## config.mk

```make
export PLATFORM = sky130hd
export DESIGN_NAME = ultrasonic_echo_emu_core
export DESIGN_NICKNAME = d
export VERILOG_FILES = /design/src/rtl/ultrasonic_echo_emu_core.sv
export SDC_FILE = /design/constraint.sdc
export NUM_CORES = 1
export LEC_CHECK = 0
export BUFFER_PORTS_ARGS = -buffer_cell sky130_fd_sc_hd__buf_4
export CAP_MARGIN = 10
export CELL_PAD_IN_SITES_DETAIL_PLACEMENT = 1
export CELL_PAD_IN_SITES_GLOBAL_PLACEMENT = 2
export CORE_UTILIZATION = 37
export CTS_BUF_LIST = sky130_fd_sc_hd__clkbuf_4 sky130_fd_sc_hd__clkbuf_8 sky130_fd_sc_hd__clkbuf_16
export DETAILED_ROUTE_END_ITERATION = 8
export GPL_TIMING_DRIVEN = 1
export PLACE_DENSITY = 0.95
export SYNTH_ARGS = -nofsm -noshare
export SYNTH_HDL_FRONTEND = slang
export SYNTH_SLANG_ARGS = --single-unit
```

## constraint.sdc

```tcl
create_clock -name clk -period 9.1 [get_ports clk]
set_clock_uncertainty 0.15 [all_clocks]
set_input_delay 0.455 -clock clk [delete_from_list [all_inputs] [get_ports clk]]
set_output_delay 0.455 -clock clk [all_outputs]
set_load 0.1 [all_outputs]
```

## src/rtl/ultrasonic_echo_emu_core.sv

```systemverilog
// HC-SR04-style echo emulator: answers a trig pulse with a programmable-width echo
// after a fixed burst delay, plus MMIO control/status registers.
module ultrasonic_echo_emu_core #(
  parameter int unsigned CLK_MHZ     = 100,
  parameter int unsigned MIN_TRIG_US = 10,
  parameter int unsigned DELAY_US    = 250,
  parameter int unsigned MAX_ECHO_US = 38000
) (
  input  logic        clk,
  input  logic        reset,
  input  logic        cs,
  input  logic        read,
  input  logic        write,
  input  logic [4:0]  addr,
  input  logic [31:0] wr_data,
  output logic [31:0] rd_data,
  input  logic        trig,
  output logic        echo
);

  typedef enum logic [1:0] {
    S_IDLE  = 2'd0,
    S_ARM   = 2'd1,
    S_DELAY = 2'd2,
    S_ECHO  = 2'd3
  } state_t;

  localparam int unsigned   PW         = (CLK_MHZ > 1) ? $clog2(CLK_MHZ) : 1;
  localparam logic [PW-1:0] PRESC_LAST = PW'(CLK_MHZ - 1);
  localparam logic [15:0]   MIN_WIDTH  = 16'(MIN_TRIG_US * CLK_MHZ);
  localparam logic [15:0]   DELAY_LAST = 16'(DELAY_US - 1);
  localparam logic [15:0]   NO_OBJ_US  = 16'(MAX_ECHO_US);

  state_t        r_state;
  state_t        w_next;
  logic          r_sync1;
  logic          r_trig_s;
  logic          r_trig_s_d;
  logic [PW-1:0] r_presc;
  logic [15:0]   r_us_cnt;
  logic [15:0]   r_width;
  logic [15:0]   r_len;
  logic [1:0]    r_ctrl;
  logic [15:0]   r_echo_us;
  logic [15:0]   r_echo_cnt;
  logic [7:0]    r_drop_cnt;
  logic          r_echo;

  logic w_rise;
  logic w_fall;
  logic w_tick;
  logic w_en;
  logic w_wr;
  logic w_clr_cnt;
  logic w_inc_echo;
  logic w_inc_drop;
  logic w_latch;
  logic w_clr_width;
  logic w_unused;

  assign w_rise    = r_trig_s & ~r_trig_s_d;
  assign w_fall    = ~r_trig_s & r_trig_s_d;
  assign w_tick    = (r_presc == PRESC_LAST);
  assign w_en      = r_ctrl[0];
  assign w_wr      = cs & write;
  assign w_clr_cnt = w_wr && (addr == 5'd3);
  assign w_unused  = ^{read, wr_data[31:16]};

  always_ff @(posedge clk) begin
    if (reset) begin
      r_state <= S_IDLE;
    end else begin
      r_state <= w_next;
    end
  end

  // Enable drop aborts every busy state without touching the counters.
  always_comb begin
    w_next      = r_state;
    w_inc_echo  = 1'b0;
    w_inc_drop  = 1'b0;
    w_latch     = 1'b0;
    w_clr_width = 1'b0;
    case (r_state)
      S_IDLE: begin
        if (w_rise && w_en) begin
          w_next      = S_ARM;
          w_clr_width = 1'b1;
        end
      end
      S_ARM: begin
        if (!w_en) begin
          w_next = S_IDLE;
        end else if (w_fall) begin
          if (r_width >= MIN_WIDTH) begin
            w_next  = S_DELAY;
            w_latch = 1'b1;
          end else begin
            w_next     = S_IDLE;
            w_inc_drop = 1'b1;
          end
        end
      end
      S_DELAY: begin
        if (!w_en) begin
          w_next = S_IDLE;
        end else begin
          w_inc_drop = w_rise;
          if (w_tick && (r_us_cnt == DELAY_LAST)) begin
            if (r_len == '0) begin
              w_next     = S_IDLE;
              w_inc_echo = 1'b1;
            end else begin
              w_next = S_ECHO;
            end
          end
        end
      end
      S_ECHO: begin
        if (!w_en) begin
          w_next = S_IDLE;
        end else begin
          w_inc_drop = w_rise;
          if (w_tick && (r_us_cnt == r_len - 16'd1)) begin
            w_next     = S_IDLE;
            w_inc_echo = 1'b1;
          end
        end
      end
      default: w_next = S_IDLE;
    endcase
  end

  always_ff @(posedge clk) begin
    if (reset) begin
      r_sync1    <= 1'b0;
      r_trig_s   <= 1'b0;
      r_trig_s_d <= 1'b0;
      r_presc    <= '0;
      r_us_cnt   <= '0;
      r_width    <= '0;
      r_len      <= '0;
      r_ctrl     <= '0;
      r_echo_us  <= '0;
      r_echo_cnt <= '0;
      r_drop_cnt <= '0;
      r_echo     <= 1'b0;
    end else begin
      r_sync1    <= trig;
      r_trig_s   <= r_sync1;
      r_trig_s_d <= r_trig_s;

      if (w_next != r_state) begin
        r_presc  <= '0;
        r_us_cnt <= '0;
      end else begin
        r_presc <= w_tick ? '0 : r_presc + 1'b1;
        if (w_tick) r_us_cnt <= r_us_cnt + 16'd1;
      end

      if (w_clr_width) begin
        r_width <= '0;
      end else if ((r_state == S_ARM) && r_trig_s && (r_width != 16'hFFFF)) begin
        r_width <= r_width + 16'd1;
      end

      if (w_latch) r_len <= r_ctrl[1] ? NO_OBJ_US : r_echo_us;

      // Echo follows the state one cycle late; an enable drop still kills it on the next edge.
      r_echo <= (r_state == S_ECHO) && w_en;

      if (w_wr && (addr == 5'd0)) r_ctrl    <= wr_data[1:0];
      if (w_wr && (addr == 5'd1)) r_echo_us <= wr_data[15:0];

      if (w_clr_cnt) begin
        r_echo_cnt <= '0;
        r_drop_cnt <= '0;
      end else begin
        if (w_inc_echo) r_echo_cnt <= r_echo_cnt + 16'd1;
        if (w_inc_drop && (r_drop_cnt != 8'hFF)) r_drop_cnt <= r_drop_cnt + 8'd1;
      end
    end
  end

  always_comb begin
    rd_data = '0;
    case (addr)
      5'd0:    rd_data[1:0]  = r_ctrl;
      5'd1:    rd_data[15:0] = r_echo_us;
      5'd2:    rd_data = {5'd0, r_state, (r_state != S_IDLE), r_drop_cnt, r_echo_cnt};
      default: rd_data = '0;
    endcase
  end

  assign echo = r_echo;

endmodule

```

==> results of run 1 <==
==> final timing paths <==
kind               from            to  slack, ns  cells past startpoint
min          wr_data[9]  r_echo_us[9]       0.19                      3
max          r_presc[4]   r_us_cnt[1]       5.11                      7
min reg2reg  r_presc[0]    r_presc[0]       0.31                      1
max reg2reg  r_presc[4]   r_us_cnt[1]       5.11                      7
==> Yosys cell counts (7+ instances only) <==
cell	instances	area share [%]
nand3b_1	11	1.5
nand3_1	20	1.8
and3_1	9	1.0
mux2i_1	19	3.4
dfxtp_1	103	37
clkbuf_1	37	2.5
xor2_1	33	5.2
a22o_1	15	2.3
o21ai_0	10	0.89
nor2_1	58	3.9
a21oi_1	41	3.7
inv_1	13	0.87
nor3_1	51	4.6
xnor2_1	22	3.4
or3_1	7	0.78
nor4_1	12	1.3
nand2_1	90	6.0
nand2b_1	15	1.7
and2_1	13	1.5
nand4_1	24	2.7
nor4b_1	7	1.1
ha_1	8	1.8
==> report_power, final <==
group | internal, mW | total, mW | switching [mW]
Sequential | 0.452 | 0.454 | 0.00156
Clock | 0.196 | 0.369 | 0.174
Combinational | 0.0119 | 0.0376 | 0.0256
Total | 0.660 | 0.861 | 0.201
==> worst max-delay path: cells and delay by family (launching register included) <==
family	cells	cell delay, ns
AO/OA/AOI/OAI	3	0.97
flip-flops	1	0.34
AND/OR/NAND/NOR	4	2.37
==> flip-flops by register name (all words and copies together), names as in the netlist <==
signal	flops
r_state	2
r_echo_us	16
r_width	16
r_trig_s_d	1
r_trig_s	1
echo	1
r_presc	7
r_len	16
r_echo_cnt	16
r_ctrl	2
r_us_cnt	16
r_drop_cnt	8
r_sync1	1
==> area by class of cell <==
type	instances	area (µm²)	share of cell area, %
sequential	103	2062	32.56
clock inverter	4	32.53	0.5136
multi-input combinational	531	3273	51.68
timing repair buffer	57	440.4	6.954
inverter	13	48.80	0.7704
clock buffer	11	246.5	3.892
tap	184	230.2	3.635
==> metal layers <==
metal / track usage (%) / vias to the layer above / routed length [µm]
met5: 0 / - / 0
met4: 6.241 / 0 / 282
met3: 3.851 / 23 / 527
met2: 33.49 / 101 / 7020
met1: 24.49 / 2441 / 6789
li1: - / 2484 / -
==> logic make-up (layout without fill, tap and decap cells) <==
group	after synthesis	after routing	synth area share [%]
xor gates and xnor gates	56	56	9.014
DFF	103	103	36.86
AOI/OAI and AO/OA	98	98	11.92
buffers and inverters	64	85	5.032
adders and majority gates	9	9	1.968
muxes	19	19	3.400
other	1	5	0.06703
and+or+nand+nor	344	344	31.74
==> through the flow <==
stage / hold slack [ns] / util [%]
finish: 0.1936 / 43.25
detailed placement: 0.2973 / 41.16
floorplan: 0.2638 / -
CTS: 0.1836 / 43.06
global route: 0.1947 / 43.25
global placement: 0.2757 / 41.16
==> impl_metrics.py, run 1 <==
metrics = {
    "yosys": {
        "async_flop_share_pct": 0,
        "synth.avg_cell_area_um2": 8.061,
        "seq_area_frac_synth_pct": 36.86,
        "yosys_register_bits": 103,
        "synthCells": 694,
        "synth_flop_cell": "dfxtp_1",
        "synth_edf_count": 0,
        "synthesis.area_um2": 5594,
        "synth.distinct_cells": 57,
        "synth_warnings": 0,
    },
    "sta": {
        "tightest_slew_ns": 0.8529,
        "setup_viol": 0,
        "grt_setup_unrepaired": "no",
        "fmax_mhz": 250.4,
        "hold_viol_final": 0,
        "slew_violations": 0,
        "min_period_ns": 3.993,
        "fin_crit_sh_pct": 43.88,
        "setup_tns_ns": 0,
        "timing.final.ws_setup_ns": 5.107,
        "relSlewSlack_pct": 42.93,
    },
    "die": {
        "num_io_pins": 76,
        "rows": 44,
        "die_h_um": 125.0,
        "start_util_pct": 38.20,
        "core_um2": 14640,
        "die-area_um2": 15620,
        "die_x_um": 125.0,
    },
    "clock_network": {
        "hold_buffers": 0,
        "cts_tree": "yes",
        "clk_pin_slew_ns": 0.07,
        "cts_made_buffers": 9,
        "cts_resized": 0,
        "cts_buffer_depth": 2,
        "clk_latency_ns": 0.35,
        "htreeDepth": 3,
        "postCtsSetupBuffers": 0,
        "clockRootBuffer": "clkbuf_16",
        "cts.sinks": 103,
    },
    "drt": {
        "post-route-drc-count": 0,
        "antenna_left": 0,
        "num_vias": 5049,
        "drt-wirelength-per-cell_um": 16.19,
        "first_pass_iters": 4,
        "finalWirelength_um": 14620,
        "drt_iter0_markers": 209,
        "vias_per_cell": 5.591,
    },
    "global_route": {
        "grt_use_total_pct": 19.49,
        "antenna_found_initial": 0,
        "grt_first_pass_wirelength_um": 25150,
        "grt.overflow.total": 0,
        "grt_pass1_vias": 5199,
        "grt_max_degree": 67,
    },
    "pwr": {
        "ir_drop_v": 0.00007747,
        "power_density_nw_per_um2": 135.9,
        "finalPower_mw": 0.8609,
        "power_leakage_nw": 2.225,
    },
    "cells_and_area": {
        "final_nets": 766,
        "final_cell_mix": "103 x dfxtp_1, 90 x nand2_1, 58 x nor2_1, 55 x buf_4, 51 x nor3_1",
        "layout_commonest_cell": "dfxtp_1",
        "fill_cells": 1777,
        "n_antenna_cell": 0,
        "fin_area_um2": 6334,
        "area_growth_pct": 13.22,
        "finalNonFillerCells": 903,
        "drive_gt1_share_pct": 11.13,
    },
    "critical_path": {
        "cp-end-kind": "flop",
        "crit_path_start_kind": "flop",
        "critical_path.cell_chain": "or4b_1 > nor2_1 > o2111ai_1 > or4_1 > or4b_4 > a31oi_4 > a2111oi_0",
        "crit_slowest_cell": "nor2_1",
        "required_ns": 9.14,
        "cp_slowest_stage_delay_ns": 0.67,
        "worstPathMaxFanout": 23,
        "crit_type": "reg -> reg",
        "cp.arrival_ns": 4.03,
    },
    "run_status": {
        "outcome": "completed",
    },
    "placement": {
        "place_hpwl_um": 10650,
        "gp_congestion": 0.8587,
        "io_buffers": 53,
        "dp.cells": 886,
        "placed_area_um2": 6027,
        "pre_cts_ws_ns": 5.087,
    },
    "min_path": {
        "hold_class": "in -> reg",
    },
    "job": {
        "cap_viol_max_count": 0,
    },
}
Note: power is estimated with default switching activity, not from simulation.
==> run 2, diff against run 1 <==
--- a/config.mk
+++ b/config.mk
@@ -9,11 +9,11 @@
 export CAP_MARGIN = 10
 export CELL_PAD_IN_SITES_DETAIL_PLACEMENT = 1
 export CELL_PAD_IN_SITES_GLOBAL_PLACEMENT = 2
-export CORE_UTILIZATION = 37
+export CORE_UTILIZATION = 31
 export CTS_BUF_LIST = sky130_fd_sc_hd__clkbuf_4 sky130_fd_sc_hd__clkbuf_8 sky130_fd_sc_hd__clkbuf_16
 export DETAILED_ROUTE_END_ITERATION = 8
 export GPL_TIMING_DRIVEN = 1
-export PLACE_DENSITY = 0.95
+export PLACE_DENSITY = 0.85
 export SYNTH_ARGS = -nofsm -noshare
 export SYNTH_HDL_FRONTEND = slang
 export SYNTH_SLANG_ARGS = --single-unit
==> constraint.sdc (replaced) <==
create_clock -name clk -period 3.2 [get_ports clk]
set_clock_uncertainty 0.15 [all_clocks]
set_input_delay 0.16 -clock clk [delete_from_list [all_inputs] [get_ports clk]]
set_output_delay 0.16 -clock clk [all_outputs]
set_load 0.1 [all_outputs]
==> impl_metrics.py, run 2 (same netlist as run 1, synthesis figures left out) <==
metrics = {
    "global_route": {
        "grt_max_degree": 67,
        "grt_first_pass_wirelength_um": 27340,
        "grt.overflow.total": 0,
        "grt_use_total_pct": 18.54,
        "grt_pass1_vias": 5436,
        "antenna_found_initial": 0,
    },
    "cells_and_area": {
        "final_cell_mix": "101 x dfxtp_1, 90 x nand2_1, 88 x buf_4, 57 x nor2_1, 50 x nor3_1",
        "n_antenna_cell": 0,
        "multiInputGateArea_um2": 3368,
        "fill_cells": 2072,
        "drive_gt1_share_pct": 17.51,
        "finalNonFillerCells": 996,
        "final_nets": 818,
        "seq_area_um2": 2064,
        "area_growth_pct": 24.31,
        "fin_area_um2": 6954,
        "layout_commonest_cell": "dfxtp_1",
    },
    "sta": {
        "tightest_slew_ns": 0.7115,
        "slew_violations": 0,
        "grt_setup_unrepaired": "yes",
        "min_period_ns": 3.158,
        "timing.final.ws_setup_ns": 0.04230,
        "fin_crit_sh_pct": 98.68,
        "hold_viol_final": 0,
        "relSlewSlack_pct": 52.57,
        "fmax_mhz": 316.7,
        "setup_viol": 0,
    },
    "pwr": {
        "power_leakage_nw": 2.483,
        "power_density_nw_per_um2": 358.0,
        "ir_drop_v": 0.0002315,
    },
    "critical_path": {
        "cp.arrival_ns": 3.21,
        "required_ns": 3.25,
        "worstPathMaxFanout": 11,
        "crit_path_start_kind": "flop",
        "cp-end-kind": "flop",
        "crit_type": "reg -> reg",
    },
    "drt": {
        "drt-wirelength-per-cell_um": 16.50,
        "first_pass_iters": 4,
        "post-route-drc-count": 0,
        "num_vias": 5273,
        "antenna_left": 0,
        "finalWirelength_um": 16440,
        "vias_per_cell": 5.294,
        "drt_iter0_markers": 268,
    },
    "die": {
        "start_util_pct": 32.01,
        "die-area_um2": 18590,
        "die_h_um": 136.3,
        "die_x_um": 136.3,
        "rows": 48,
        "num_io_pins": 76,
        "core_um2": 17480,
    },
    "clock_network": {
        "clk_latency_ns": 0.36,
        "cts_buffer_depth": 2,
        "clockRootBuffer": "clkbuf_16",
        "cts.sinks": 103,
        "clk_pin_slew_ns": 0.07,
        "cts_made_buffers": 9,
        "cts_tree": "yes",
        "htreeDepth": 3,
    },
    "placement": {
        "placed_area_um2": 6354,
        "dp.cells": 957,
        "io_buffers": 53,
        "place_hpwl_um": 11630,
        "gp_congestion": 0.8894,
        "pre_cts_ws_ns": -0.01730,
    },
    "run_status": {
        "outcome": "completed",
    },
    "job": {
        "cap_viol_max_count": 0,
    },
    "min_path": {
        "hold_class": "in -> reg",
    },
}
run 2: cell count changes in the layout (fill, tap and decap cells not counted), sizes merged:
cell	change
clkinv	-2
clkinvlp	+1
dlymetal6s2s	-1
inv	+2
buf	+36
clkbuf	-1
dlygate4sd3	+17
run 2: timing repair:
action / in CTS / in global routing
setup endpoints to repair: 25 / 26
buffers inserted: 5 / 1
gates cloned: 1 / 0
hold endpoints to repair: 19 / 0
hold buffers: 17 / 0
resized for setup: 7 / 12
pin swaps: 3 / 5
run 2: final timing paths:
check / endpoint / cells past startpoint / slack (ns) / start
worst max-delay path: r_us_cnt[8] / 11 / 0.04 / r_len[0]
worst min-delay path: r_ctrl[1] / 5 / 0.18 / addr[0]
worst max register to register: r_us_cnt[8] / 11 / 0.04 / r_len[0]
worst min register to register: r_trig_s / 1 / 0.30 / r_sync1
run 2: routing by layer:
metal,track usage [%],wire length [µm],part of all wire [%],vias up
met5,0,0,0,-
met4,5.802,223,1.4,0
met3,3.020,365,2.2,17
met2,31.67,8135,49,69
met1,23.64,7713,47,2602
li1,-,-,-,2585
run 2: worst max-delay path, cell delays in order (launching register included):
cell and delay, ns:
dfxtp_2 0.32, inv_2 0.06, ha_4 0.16, or4b_4 0.50, nor4_4 0.16, a311oi_2 0.16, or4_1 0.42, or4b_4 0.58
a31oi_4 0.17, buf_4 0.14, buf_12 0.12, nor3_1 0.05
run 2: through the flow:
step	util (%)	power (mW)	hold slack, ns	setup TNS [ns]
after floorplan	-	1.393	0.1382	0
final	39.79	2.489	0.1775	0
after CTS	39.43	2.516	0.1682	-0.02317
after detailed placement	36.35	1.427	0.2704	-0.02564
after global routing	39.79	2.572	0.2372	-0.9573
after global placement	36.35	1.423	0.2480	0
run 2: final cells by class:
class                      instances  area share, %
multi-input combinational        531          48.43
sequential                       103          29.69
timing repair buffer             109          13.08
tap                              225          4.048
clock buffer                      10          3.436
inverter                          13         0.7017
clock inverter                     5         0.6117
run 2: power breakdown:
| group | internal (mW) | switching (mW) | total (mW) |
|---|---|---|---|
| sequential | 1.29 | 0.00448 | 1.29 |
| clock | 0.554 | 0.522 | 1.08 |
| combinational | 0.0467 | 0.0765 | 0.123 |
